## config.mk

```make
export PLATFORM = sky130hd
export DESIGN_NAME = shreg_seq
export DESIGN_NICKNAME = d
export VERILOG_FILES = /design/src/rtl/shreg_seq_pkg.sv /design/src/rtl/shreg_seq_cnt.sv /design/src/rtl/shreg_seq.sv
export SDC_FILE = /design/constraint.sdc
export NUM_CORES = 1
export LEC_CHECK = 0
export CAP_MARGIN = 20
export CORE_ASPECT_RATIO = 0.75
export CORE_MARGIN = 8
export CORE_UTILIZATION = 41
export DETAILED_ROUTE_END_ITERATION = 8
export PLACE_DENSITY = 0.85
export SYNTH_ARGS = -nofsm -noshare
export SYNTH_HDL_FRONTEND = slang
export SYNTH_SLANG_ARGS = --single-unit
```

## constraint.sdc

```tcl
create_clock -name clk -period 1.9 [get_ports clk]
set_clock_uncertainty 0.15 [all_clocks]
set_input_delay 0.38 -clock clk [delete_from_list [all_inputs] [get_ports clk]]
set_output_delay 0.38 -clock clk [all_outputs]
set_load 0.01 [all_outputs]
```

## src/rtl/shreg_seq_pkg.sv

```systemverilog
// shreg_seq_pkg: shared encodings for the shift-register sequencer.
package shreg_seq_pkg;
  typedef enum logic [1:0] {
    M_HOLD       = 2'b00,
    M_SHIFT_UP   = 2'b01,
    M_SHIFT_DOWN = 2'b10,
    M_LOAD       = 2'b11
  } mode_e;
  typedef enum logic [1:0] {
    OP_LOAD       = 2'b00,
    OP_SHIFT_UP   = 2'b01,
    OP_SHIFT_DOWN = 2'b10,
    OP_ROTATE_UP  = 2'b11
  } op_e;
  typedef enum logic [1:0] {IDLE, LOAD, SHIFT, DONE} state_e;
  localparam logic [3:0] MAX_SHIFT = 4'd8;
endpackage

```

## src/rtl/shreg_seq_cnt.sv

```systemverilog
// shreg_seq_cnt: clamped shift counter that saturates at zero.
module shreg_seq_cnt
  import shreg_seq_pkg::*;
(
  input  logic       clk,
  input  logic       rst,
  input  logic       load,
  input  logic       dec,
  input  logic [3:0] cnt_in,
  output logic [3:0] cnt,
  output logic       zero
);
  always_ff @(posedge clk or posedge rst)
    if (rst) cnt <= '0;
    else if (load) cnt <= cnt_in > MAX_SHIFT ? MAX_SHIFT : cnt_in;
    else if (dec && !zero) cnt <= cnt - 4'd1;
  assign zero = cnt == '0;
endmodule

```

## src/rtl/shreg_seq.sv

```systemverilog
// shreg_seq: command sequencer driving an external 8-bit shift register via Q feedback.
// Define SHREG_SEQ_ROTATE_EN to make op 11 rotate (LSD=Q[7]) instead of acting as op 01.
module shreg_seq
  import shreg_seq_pkg::*;
(
  input  logic       clk,
  input  logic       CLR,
  input  logic       cmd_valid,
  output logic       cmd_ready,
  input  logic [1:0] cmd_op,
  input  logic [7:0] cmd_data,
  input  logic [3:0] cmd_cnt,
  input  logic       ser_in,
  input  logic [7:0] Q,
  output logic       S1,
  output logic       S0,
  output logic [7:0] D,
  output logic       LSD,
  output logic       RSD,
  output logic       ser_out,
  output logic       ser_valid,
  output logic       done
);
  state_e     state, state_nxt;
  mode_e      mode;
  op_e        op;
  logic [7:0] data;
  logic [3:0] cnt;
  logic       pend, zero, accept, rot, down, unused_q;
  // The accepted command waits one cycle in IDLE (pend) so the first update lands at edge k+2.
  assign cmd_ready = state == IDLE && !pend && !CLR;
  assign accept = cmd_valid && cmd_ready;
  assign down = op == OP_SHIFT_DOWN;
  assign unused_q = ^Q[6:1];
  assign {S1, S0} = mode;
`ifdef SHREG_SEQ_ROTATE_EN
  assign rot = op == OP_ROTATE_UP;
`else
  assign rot = 1'b0;
`endif
  shreg_seq_cnt u_cnt (
    .clk    (clk),
    .rst    (CLR),
    .load   (accept),
    .dec    (state == SHIFT),
    .cnt_in (cmd_cnt),
    .cnt    (cnt),
    .zero   (zero)
  );
  always_ff @(posedge clk or posedge CLR)
    if (CLR) begin
      state <= IDLE;
      pend  <= 1'b0;
      op    <= OP_LOAD;
      data  <= '0;
    end else begin
      state <= state_nxt;
      pend  <= accept;
      if (accept) begin
        op   <= op_e'(cmd_op);
        data <= cmd_data;
      end
    end
  always_comb begin
    state_nxt = state;
    mode      = M_HOLD;
    D         = '0;
    LSD       = 1'b0;
    RSD       = 1'b0;
    ser_out   = 1'b0;
    ser_valid = 1'b0;
    done      = 1'b0;
    case (state)
      IDLE:  if (pend) state_nxt = op == OP_LOAD ? LOAD : zero ? DONE : SHIFT;
      LOAD: begin
        mode      = M_LOAD;
        D         = data;
        state_nxt = DONE;
      end
      SHIFT: begin
        ser_valid = 1'b1;
        mode      = down ? M_SHIFT_DOWN : M_SHIFT_UP;
        LSD       = down ? 1'b0 : rot ? Q[7] : ser_in;
        RSD       = down ? ser_in : 1'b0;
        ser_out   = down ? Q[0] : Q[7];
        state_nxt = cnt == 4'd1 ? DONE : SHIFT;
      end
      DONE: begin
        done      = 1'b1;
        state_nxt = IDLE;
      end
    endcase
  end
endmodule

```

### After elaboration in Yosys (flattened, before gate mapping)

Cells that the tools add are included.

| storage, ports and cells | value |
|---|---|
| register bits after elaboration | 17 |
| bits in latches | 0 |
| bits in writable memories | 0 |
| ROM bits | 0 |
| bits of input ports | 26 |
| output and inout port bits | 16 |
| logic and storage cells | 43 |
| memories kept | 0 |

| operators by class | value |
|---|---|
| $add $sub $neg | 1 |
| multiply operators | 0 |
| div/mod/pow operators | 0 |
| magnitude comparators | 1 |
| equality and inequality tests | 6 |
| shift-type cells | 0 |
| multiplexer cells | 19 |
| bitwise operators | 0 |
| reduce and logical (&&, ||, !) cells | 11 |

Operator list:

| operator | number |
|---|---|
| $mux W4 | 3 |
| $mux W1 | 10 |
| $mux W8 | 1 |
| $pmux W2 S4 | 1 |
| $eq A2 B2 Y1 const B | 3 |
| $mux W2 | 3 |
| $eq A4 B1 Y1 const B | 1 |
| $gt A4 B4 Y1 const B | 1 |
| $logic_and A1 B1 Y1 | 4 |
| $logic_not A2 Y1 | 2 |
| $logic_not A4 Y1 | 1 |
| $pmux W2 S2 | 1 |
| $sub A4 B1 Y4 const B | 1 |
| $logic_not A1 Y1 | 3 |
| $eq A2 B1 Y1 const B | 1 |
| $ne A2 B2 Y1 const B | 1 |
| $reduce_bool A2 Y1 | 1 |

### Longest topological paths before layout

Gate-level depths: netlist of run 1.

| logic depth | value |
|---|---|
| depth after elaboration | 5 |
| mapped depth | 8 |
| mapped depth without buffers | 7 |

### Modules after synthesis

A second synthesis of run 1 with hierarchy kept.

| second synthesis, totals | value |
|---|---|
| cells, all modules | 91 |
| area, all modules | 1032.2 um^2 |

By module, submodules not included:

| module | times used | cells an instance | area an instance (um^2) | seq. area each (um^2) |
|---|---|---|---|---|
| shreg_seq | 1 | 62 | 768.2 | 325.3 |
| shreg_seq_cnt | 1 | 29 | 264.0 | 100.1 |

### Worst setup path after synthesis of run 1

Ideal clock, no wire load.

| timing path | value |
|---|---|
| kind | reg-to-reg |
| from | reg state[0] |
| to | reg data[0] |
| setup time | 0.065 ns |
| arrival | 1.632 ns |
| data required time | 1.685 ns |
| setup slack | 0.053 ns |
| cell stages (with the launch flop) | 9 |
| buffers on the path | 1 |
| period minus slack after synthesis | 1.847 ns |
| cells stage by stage | dfrtp_1 inv_1 ha_1 nor3b_1 nand2_1 inv_1 buf_4 nand2_1 nand2_1 |

| between the ends | value |
|---|---|
| word-level cells in the longest chain between the ends | 4 |

Ends and longest elaborated chain:

| element | line | text |
|---|---|---|
| start: declaration | shreg_seq.sv:24 | `state_e state, state_nxt;` |
| start signal: assignment | shreg_seq.sv:57 | `state <= state_nxt;` |
| $logic_not A2 Y1 | shreg_seq.sv:31 | `assign cmd_ready = state == IDLE && !pend && !CLR;` |
| $logic_and A1 B1 Y1 (2 in a row) | shreg_seq.sv:31 |  |
| net cmd_ready | shreg_seq.sv:9 | `output logic cmd_ready,` |
| $logic_and A1 B1 Y1 | shreg_seq.sv:32 | `assign accept = cmd_valid && cmd_ready;` |
| net accept | shreg_seq.sv:29 | `logic pend, zero, accept, rot, down, unused_q;` |
| end signal: assignment | shreg_seq.sv:61 | `data <= cmd_data;` |
| end: declaration | shreg_seq.sv:27 | `logic [7:0] data;` |

The timed path passes the listed nets, and every way through them passes these cells.
A chain may end at the register's enable or synchronous reset.

### Worst setup path in the final report of run 1

| timing path | value |
|---|---|
| from | reg state[0] |
| to | out S0 |

| between the ends | value |
|---|---|
| word-level cells in the longest chain between the ends | 2 |
| elaborated cells between the ends (all ways) | 3 |
| classes of those cells | 2 x eq/ne; 1 x mux |

Ends and longest elaborated chain:

| element | line | text |
|---|---|---|
| $eq A2 B2 Y1 / $eq A2 B1 Y1 (equally long branches) | shreg_seq.sv:73 | `case (state)` |
| $pmux W2 S2 * | shreg_seq.sv:73 |  |
| end: declaration | shreg_seq.sv:16 | `output logic S0,` |

Mark *: on every way between the ends. The rest lies on a longest branch, timed or not.

==> results.md, run 1 <==
* Status: finished, violations left
* Failing checks: negative setup slack
* Clk root buf: clkbuf_4
* Buffers and inverters on the worst path at 3
* Vert. Die Dim at around 58 um
* Proportion of layout cells with a drive suffix above 1 at 35.3%
* GRT busiest layer: met2
* Syn nets at ~140
* DR DRC count at 0
* Crit end category: output port
* Area contributors post-synth: dfrtp_1, nand2_1, ha_1, and2_1, inv_1
* Cell chain of the critical path: buf_6 > ha_4 > buf_6 > o21a_1 > buf_2
* Worst-path clk slew at roughly 90 ps
* Most used cell, CP: buf_6
* Routed Antenna Nets at 0
* Final setup fails at 13
* DP HPWL at just over 2000 um
* Worst-Skew Late Latency at ~280 ps
* Post-Syn Area at around 960 um^2
* Largest area contributor in the netlist: dfrtp_1
* Initial DRC Count at 26
* Minimum clock period at roughly 2000 ps
* Commonest cells after routing, fill and taps aside: nand2_1, clkdlybuf4s50_1, buf_4, dfrtp_1, buf_6
* Synth warnings at 0
* Number of synthesized register bits at 17
* RSZ-0062 raised after global routing: true
* Worst path arrival time at 1440 ps
* Top delay family on crit path: flip-flops
* Vias at between 900 and 1000
* First-pass GRT wire length at ~4700 um
* Unique masters post-synth at 26
* Largest net degree at the start of global routing at 18
* Fmax at just over 500 MHz
* Die ar. at approximately 4200 um^2
* Num CTS Buffers at 3
* CTS sink count at 17
* Syn avg cell area at around 8.6 um^2
* Met2 Use GR at 25.0%
* MaxCap Viol Count at 0
* Vias/cell at approximately 5
* All-Layer GR Usage at 14.0%
* GPL Wtd Cong at about 0.76
* Synth top area share at around 44%
* Most common cell after layout, fill and taps aside: nand2_1
* Hold_buf cts at 0
* Antenna cells at 0
* Hold crit path type: register to register
* Worst vdd ir at roughly 0.74 mV
* Setup CP Type: register to output port
* Starting Density at a little over two fifths
* Routed WL at about 3000 um
* Startpoint type of the worst setup path: register
* Wire per inst at around 15 um
* H-tree Lvls at 1
* Clock buffer depth at 2
* Syn Inst Count at approximately 110
* Leak at ~0.80 nW
* Number of port buffers at 35
* Sequential share of the synthesized area at about 44%
* Critical-path cell with the highest stage delay: dfrtp_2
* Hold WS at 337 ps
* Met3 global-route usage at between 4 and 5%
* Rows at 15
* Total Nets Final at just over 200
* Area Overhead vs Synth at 66.2%
* Measured slew at the worst slew-check pin at about 300 ps
* Initial antenna violation count at 0
* Setup ws final at -69.8 ps
* Cell area after placement at between 1000 and 1500 um^2
* CTS tree: built
* Final Hold Viols at 0
* Core Box Area at between 2000 and 2500 um^2
* Top-level I/O count at 42
* Worst EP required at 1370 ps
* GR Overflow Total at 0
* Crit share post-route at 104%
* First-pass iteration count of the detailed router at 4
* Max stage delay on crit path at around 430 ps
* Pwr dens at ~1500 nW/um^2
* Finished Cell Area at 1600 um^2
* Met1 GRT Util at around 15%
* CP Max Fanout at 3
* Horiz. Die Dim at slightly above 70 um
* Slew Viols, Final at 0
* Vias in the first global route at between 1000 and 1500
* Max transition margin at approximately four fifths
==> worst register-to-register path: stages, from the launching register on <==
cell     delay [ps]
dfrtp_2         430
inv_2           100
ha_4            160
buf_4           100
buf_4           110
or4b_1          450
nor3_1          150
a21oi_1          60
a21oi_1         140
==> path summary, 6_finish.rpt <==
| path | startpoint | endpoint | slack (ps) | cells after the start |
|---|---|---|---|---|
| max | state[0] | S0 | -70 | 5 |
| max reg2reg | state[0] | u_cnt.cnt[3] | -10 | 8 |
| max in group asynchronous | CLR | state[0] | 1010 | 3 |
| min | data[7] | data[7] | 340 | 2 |
| min in group asynchronous | CLR | op[0] | 390 | 3 |
| min reg2reg | data[7] | data[7] | 340 | 2 |
==> logic make-up after synthesis <==
| kind of cell | after synthesis | synth area share, % |
|---|---|---|
| DFF | 17 | 44.3 |
| AOI/OAI and AO/OA | 11 | 6.39 |
| buffers and inverters | 10 | 4.30 |
| xor gates and xnor gates | 1 | 0.913 |
| adders and majority gates | 7 | 9.13 |
| muxes | 2 | 2.22 |
| and+or+nand+nor | 63 | 32.7 |
==> final cells by class <==
| class | count | area, um^2 |
|---|---|---|
| clock buffer | 4 | 26.3 |
| fill | 179 | 657 |
| inverter | 7 | 26.3 |
| multi-input combinational | 84 | 561 |
| sequential | 17 | 427 |
| tap | 25 | 31.3 |
| timing repair buffer | 58 | 524 |
==> state kept, by name, summed over array words and instances (netlist names) <==
| register | flops |
|---|---|
| data | 8 |
| op | 2 |
| pend | 1 |
| state | 2 |
| u_cnt.cnt | 4 |
==> routing by layer <==
metal,share of wire (%),vias to the layer above
li1,-,477
met1,39,452
met2,52,31
met3,8.3,4
met4,0.75,0
met5,0,-
==> report_power, final <==
group / switching (W) / total, W / internal [W]
clock network: 0.000110 / 0.000191 / 0.0000815
registers: 0.000123 / 0.000656 / 0.000533
logic: 0.000670 / 0.00154 / 0.000872
total: 0.000903 / 0.00239 / 0.00149
==> metrics by stage <==
| stage | power [W] | utilization, % | setup slack, ps | instances | setup TNS [ps] |
|---|---|---|---|---|---|
| after floorplan | 0.00126 | - | 53.1 | 111 | 0 |
| after global placement | 0.00180 | 63.6 | -264 | 182 | -2490 |
| after detailed placement | 0.00186 | 63.6 | -286 | 182 | -2510 |
| after CTS | 0.00219 | 67.0 | -62.8 | 191 | -236 |
| after global routing | 0.00256 | 70.8 | -122 | 195 | -1020 |
| final | 0.00239 | 70.8 | -69.8 | 195 | -283 |
==> cells in the mapped netlist, drive strengths merged <==
master,instances
nand3,2
clkbuf,2
inv,7
nor2b,3
mux2,1
and2,8
o21a,1
nand3b,3
or4b,1
ha,7
xnor2,1
nand2,33
dfrtp,17
nor2,4
nor3b,3
nand2b,1
buf,1
nor4bb,1
or3,1
o21ai,4
o32ai,1
mux2i,1
or2b,1
a21oi,5
nor3,1
and3,1
==> timing repair <==
| item | in CTS | in global routing |
|---|---|---|
| gates resized for setup | 83 | 15 |
| endpoints found under the setup margin | 17 | 13 |
| pin swaps | 6 | 4 |
| setup buffers | 5 | 4 |
No activity file was read; power rests on OpenSTA's default activity.
==> inputs of run 2 (changes only) <==
==> constraint.sdc (replaced) <==
create_clock -name clk -period 2.05 [get_ports clk]
set_clock_uncertainty 0.15 [all_clocks]
set_input_delay 0.41 -clock clk [delete_from_list [all_inputs] [get_ports clk]]
set_output_delay 0.41 -clock clk [all_outputs]
set_load 0.01 [all_outputs]
==> run 2 against run 1 <==
Against the previous run:
- the flow now finishes without violations
- count of clock-buffer cells in the layout fell by 1
- sequential power fell by 8.5%
- routed wire length fell by 12%
- register-to-register slack improved by 260 ps
- critical path depth did not move
- core utilization fell by 6.6 points
- combinational power fell by 25%
- non-clock buffer count fell by 10
- cell count fell by 5.1%
- highest routed layer unchanged
==> results.md, run 2 (synthesis gave the netlist of run 1 again) <==
* Status: completed (was finished, violations left)
* First-pass iteration count of the detailed router at 4 (unchanged)
* Startpoint type of the worst setup path: register (unchanged)
* FF+latch area at 425 um^2 (was 427 um^2)
* Horiz. Die Dim at 71.9 um (unchanged)
* Worst path arrival time at 1460 ps (was 1440 ps)
* Rows at 15 (unchanged)
* Most used cell, CP: buf_6 (unchanged)
* Cell chain of the critical path: buf_6 > ha_4 > buf_6 > o21a_1 > buf_2 (unchanged)
* Critical-path cell with the highest stage delay: dfrtp_1 (was dfrtp_2)
* Max transition margin at 57.1% (was 80.2%)
* GPL Wtd Cong at 0.724 (was 0.756)
* Hold WS at 325 ps (was 337 ps)
* Design Power at 0.00193 W (was 0.00239 W)
* Final Hold Viols at 0 (unchanged)
* Hold_buf cts at 0 (unchanged)
* Hold crit path type: register to register (unchanged)
* Top-level I/O count at 42 (unchanged)
* RSZ-0062 raised after global routing: true (unchanged)
* Fmax at 496 MHz
* Clk root buf: clkbuf_4 (unchanged)
* Switching share of power at 39.5% (was 37.8%)
* H-tree Lvls at 1 (unchanged)
* CP Max Fanout at 5 (was 3)
* Top flop regs: data: 8 flops, u_cnt.cnt: 4 flops (unchanged)
* Routed Antenna Nets at 0 (unchanged)
* Pwr dens at 1330 nW/um^2 (was 1500 nW/um^2)
* Num CTS Buffers at 3 (unchanged)
* Routed WL at 2570 um (was 2930 um)
* Largest register FFs at 8 (unchanged)
* All-Layer GR Usage at 12.9% (was 14.0%)
* First-pass GRT wire length at 4370 um (was 4690 um)
* Worst-Skew Late Latency at 290 ps (was 280 ps)
* DP HPWL at 1950 um (was 2030 um)
* Comb pwr share at 59.7% (was 64.5%)
* Clock power share at 9.1% (was 8.0%)
* Crit share post-route at 98.3%
* Top reg by flops: data (unchanged)
* GR Overflow Total at 0 (unchanged)
* Vias/cell at 4.87 (was 4.94)
* CTS tree: built (unchanged)
* Antenna cells at 0 (unchanged)
* Worst setup path start: state[0] (unchanged)
* Starting Density at 42.6% (unchanged)
* Commonest cells after routing, fill and taps aside: nand2_1, clkdlybuf4s50_1, dfrtp_1, buf_2, buf_4 (was nand2_1, clkdlybuf4s50_1, buf_4, dfrtp_1, buf_6)
* Reg power frac at 31.1% (was 27.5%)
* Measured slew at the worst slew-check pin at 642 ps (was 297 ps)
* Worst hold path startpoint: data[1] (was data[7])
* Initial DRC Count at 12 (was 26)
* Minimum clock period at 2020 ps
* Area Overhead vs Synth at 50.8% (was 66.2%)
* DR DRC count at 0 (unchanged)
* Leak at 0.743 nW (was 0.798 nW)
* CTS sink count at 17 (unchanged)
* Most common cell after layout, fill and taps aside: nand2_1 (unchanged)
* Crit end category: output port (unchanged)
* Slew Viols, Final at 0 (unchanged)
* Clock buffer depth at 2 (unchanged)
* Core Box Area at 2250 um^2 (unchanged)
* Reg2reg start: state[0] (unchanged)
* Worst-path clk slew at 100 ps (was 90 ps)
* Initial antenna violation count at 0 (unchanged)
* Fin Setup TNS at 0 ps (was -283 ps)
* P_sw at 0.000762 W (was 0.000903 W)
* Vert. Die Dim at 57.9 um (unchanged)
* Worst vdd ir at 0.566 mV (was 0.735 mV)
* Area of the multi-input gates at 534 um^2 (was 561 um^2)
* Vias at 901 (was 964)
* Vias in the first global route at 985 (was 1010)
* Final setup fails at 0 (was 13)
* MaxCap Viol Count at 0 (unchanged)
* Setup CP Type: register to output port (unchanged)
* Worst EP required at 1490 ps (was 1370 ps)
* Internal power at 0.00117 W (was 0.00149 W)
* Proportion of layout cells with a drive suffix above 1 at 22.5% (was 35.3%)
* Total Nets Final at 194 (was 204)
* Number of port buffers at 35 (unchanged)
* Max stage delay on crit path at 420 ps (was 430 ps)
* Largest net degree at the start of global routing at 18 (unchanged)
* Wire per inst at 13.9 um (was 15.0 um)
* Fill cells at 215 (was 179)
* Die ar. at 4160 um^2 (unchanged)
-- run 2: metrics by stage --
step | utilization, % | area (um^2) | std cells | setup WS (ps)
3_3_place_gp | 61.9 | 1390 | 177 | -177
4_1_cts | 63.2 | 1420 | 185 | 7.25
2_1_floorplan | - | 960 | 111 | 203
3_5_place_dp | 61.9 | 1390 | 177 | -246
5_1_grt | 64.3 | 1450 | 185 | -25.6
6_report | 64.3 | 1450 | 185 | 34.0
-- run 2: worst paths after layout --
| kind | endpoint | depth (start not counted) | slack [ps] |
|---|---|---|---|
| worst max-delay path | S0 | 5 | 30 |
| worst min-delay path | data[1] | 2 | 330 |
| worst max register to register | u_cnt.cnt[3] | 7 | 250 |
| worst min register to register | data[1] | 2 | 330 |
| max in group asynchronous | u_cnt.cnt[0] | 2 | 930 |
| min in group asynchronous | pend | 2 | 410 |
-- run 2: power groups by stage --
| stage | registers (W) | logic [W] | clock network, W |
|---|---|---|---|
| floorplan | 0.000573 | 0.000598 | 0 |
| global placement | 0.000584 | 0.00105 | 0 |
| detailed placement | 0.000600 | 0.00109 | 0 |
| CTS | 0.000589 | 0.00110 | 0.000186 |
| global route | 0.000620 | 0.00130 | 0.000193 |
| finish | 0.000600 | 0.00115 | 0.000176 |
-- run 2: final cells by class --
class                           instances  area share, %
Clock inverter                          1          0.346
Tap cell                               25           2.16
Sequential cell                        17           29.4
Clock buffer                            3           1.56
Multi-Input combinational cell         84           36.9
Timing Repair Buffer                   48           27.8
Inverter                                7           1.82
-- run 2: worst max-delay path: cells and delay by family, from the launching register on --
kind / cells / cell delay, ps
AO/OA/AOI/OAI: 1 / 180
flip-flops: 1 / 420
buffers and inverters: 3 / 390
adder cells (fa/ha/maj): 1 / 180
-- run 2: what timing repair did --
action / CTS / global route
resized for setup: 51 / 12
setup buffers: 4 / 0
cloned: 0 / 0
endpoints found under the setup margin: 16 / 12
pin swaps: 1 / 1
-- run 2: per-layer routing --
layer,vias up,share of wire (%),global-route usage (%)
met1,414,39,14.0
met2,29,52,22.7
met4,0,0.23,4.35
met5,-,0,0
met3,2,9.3,4.99
li1,456,-,-
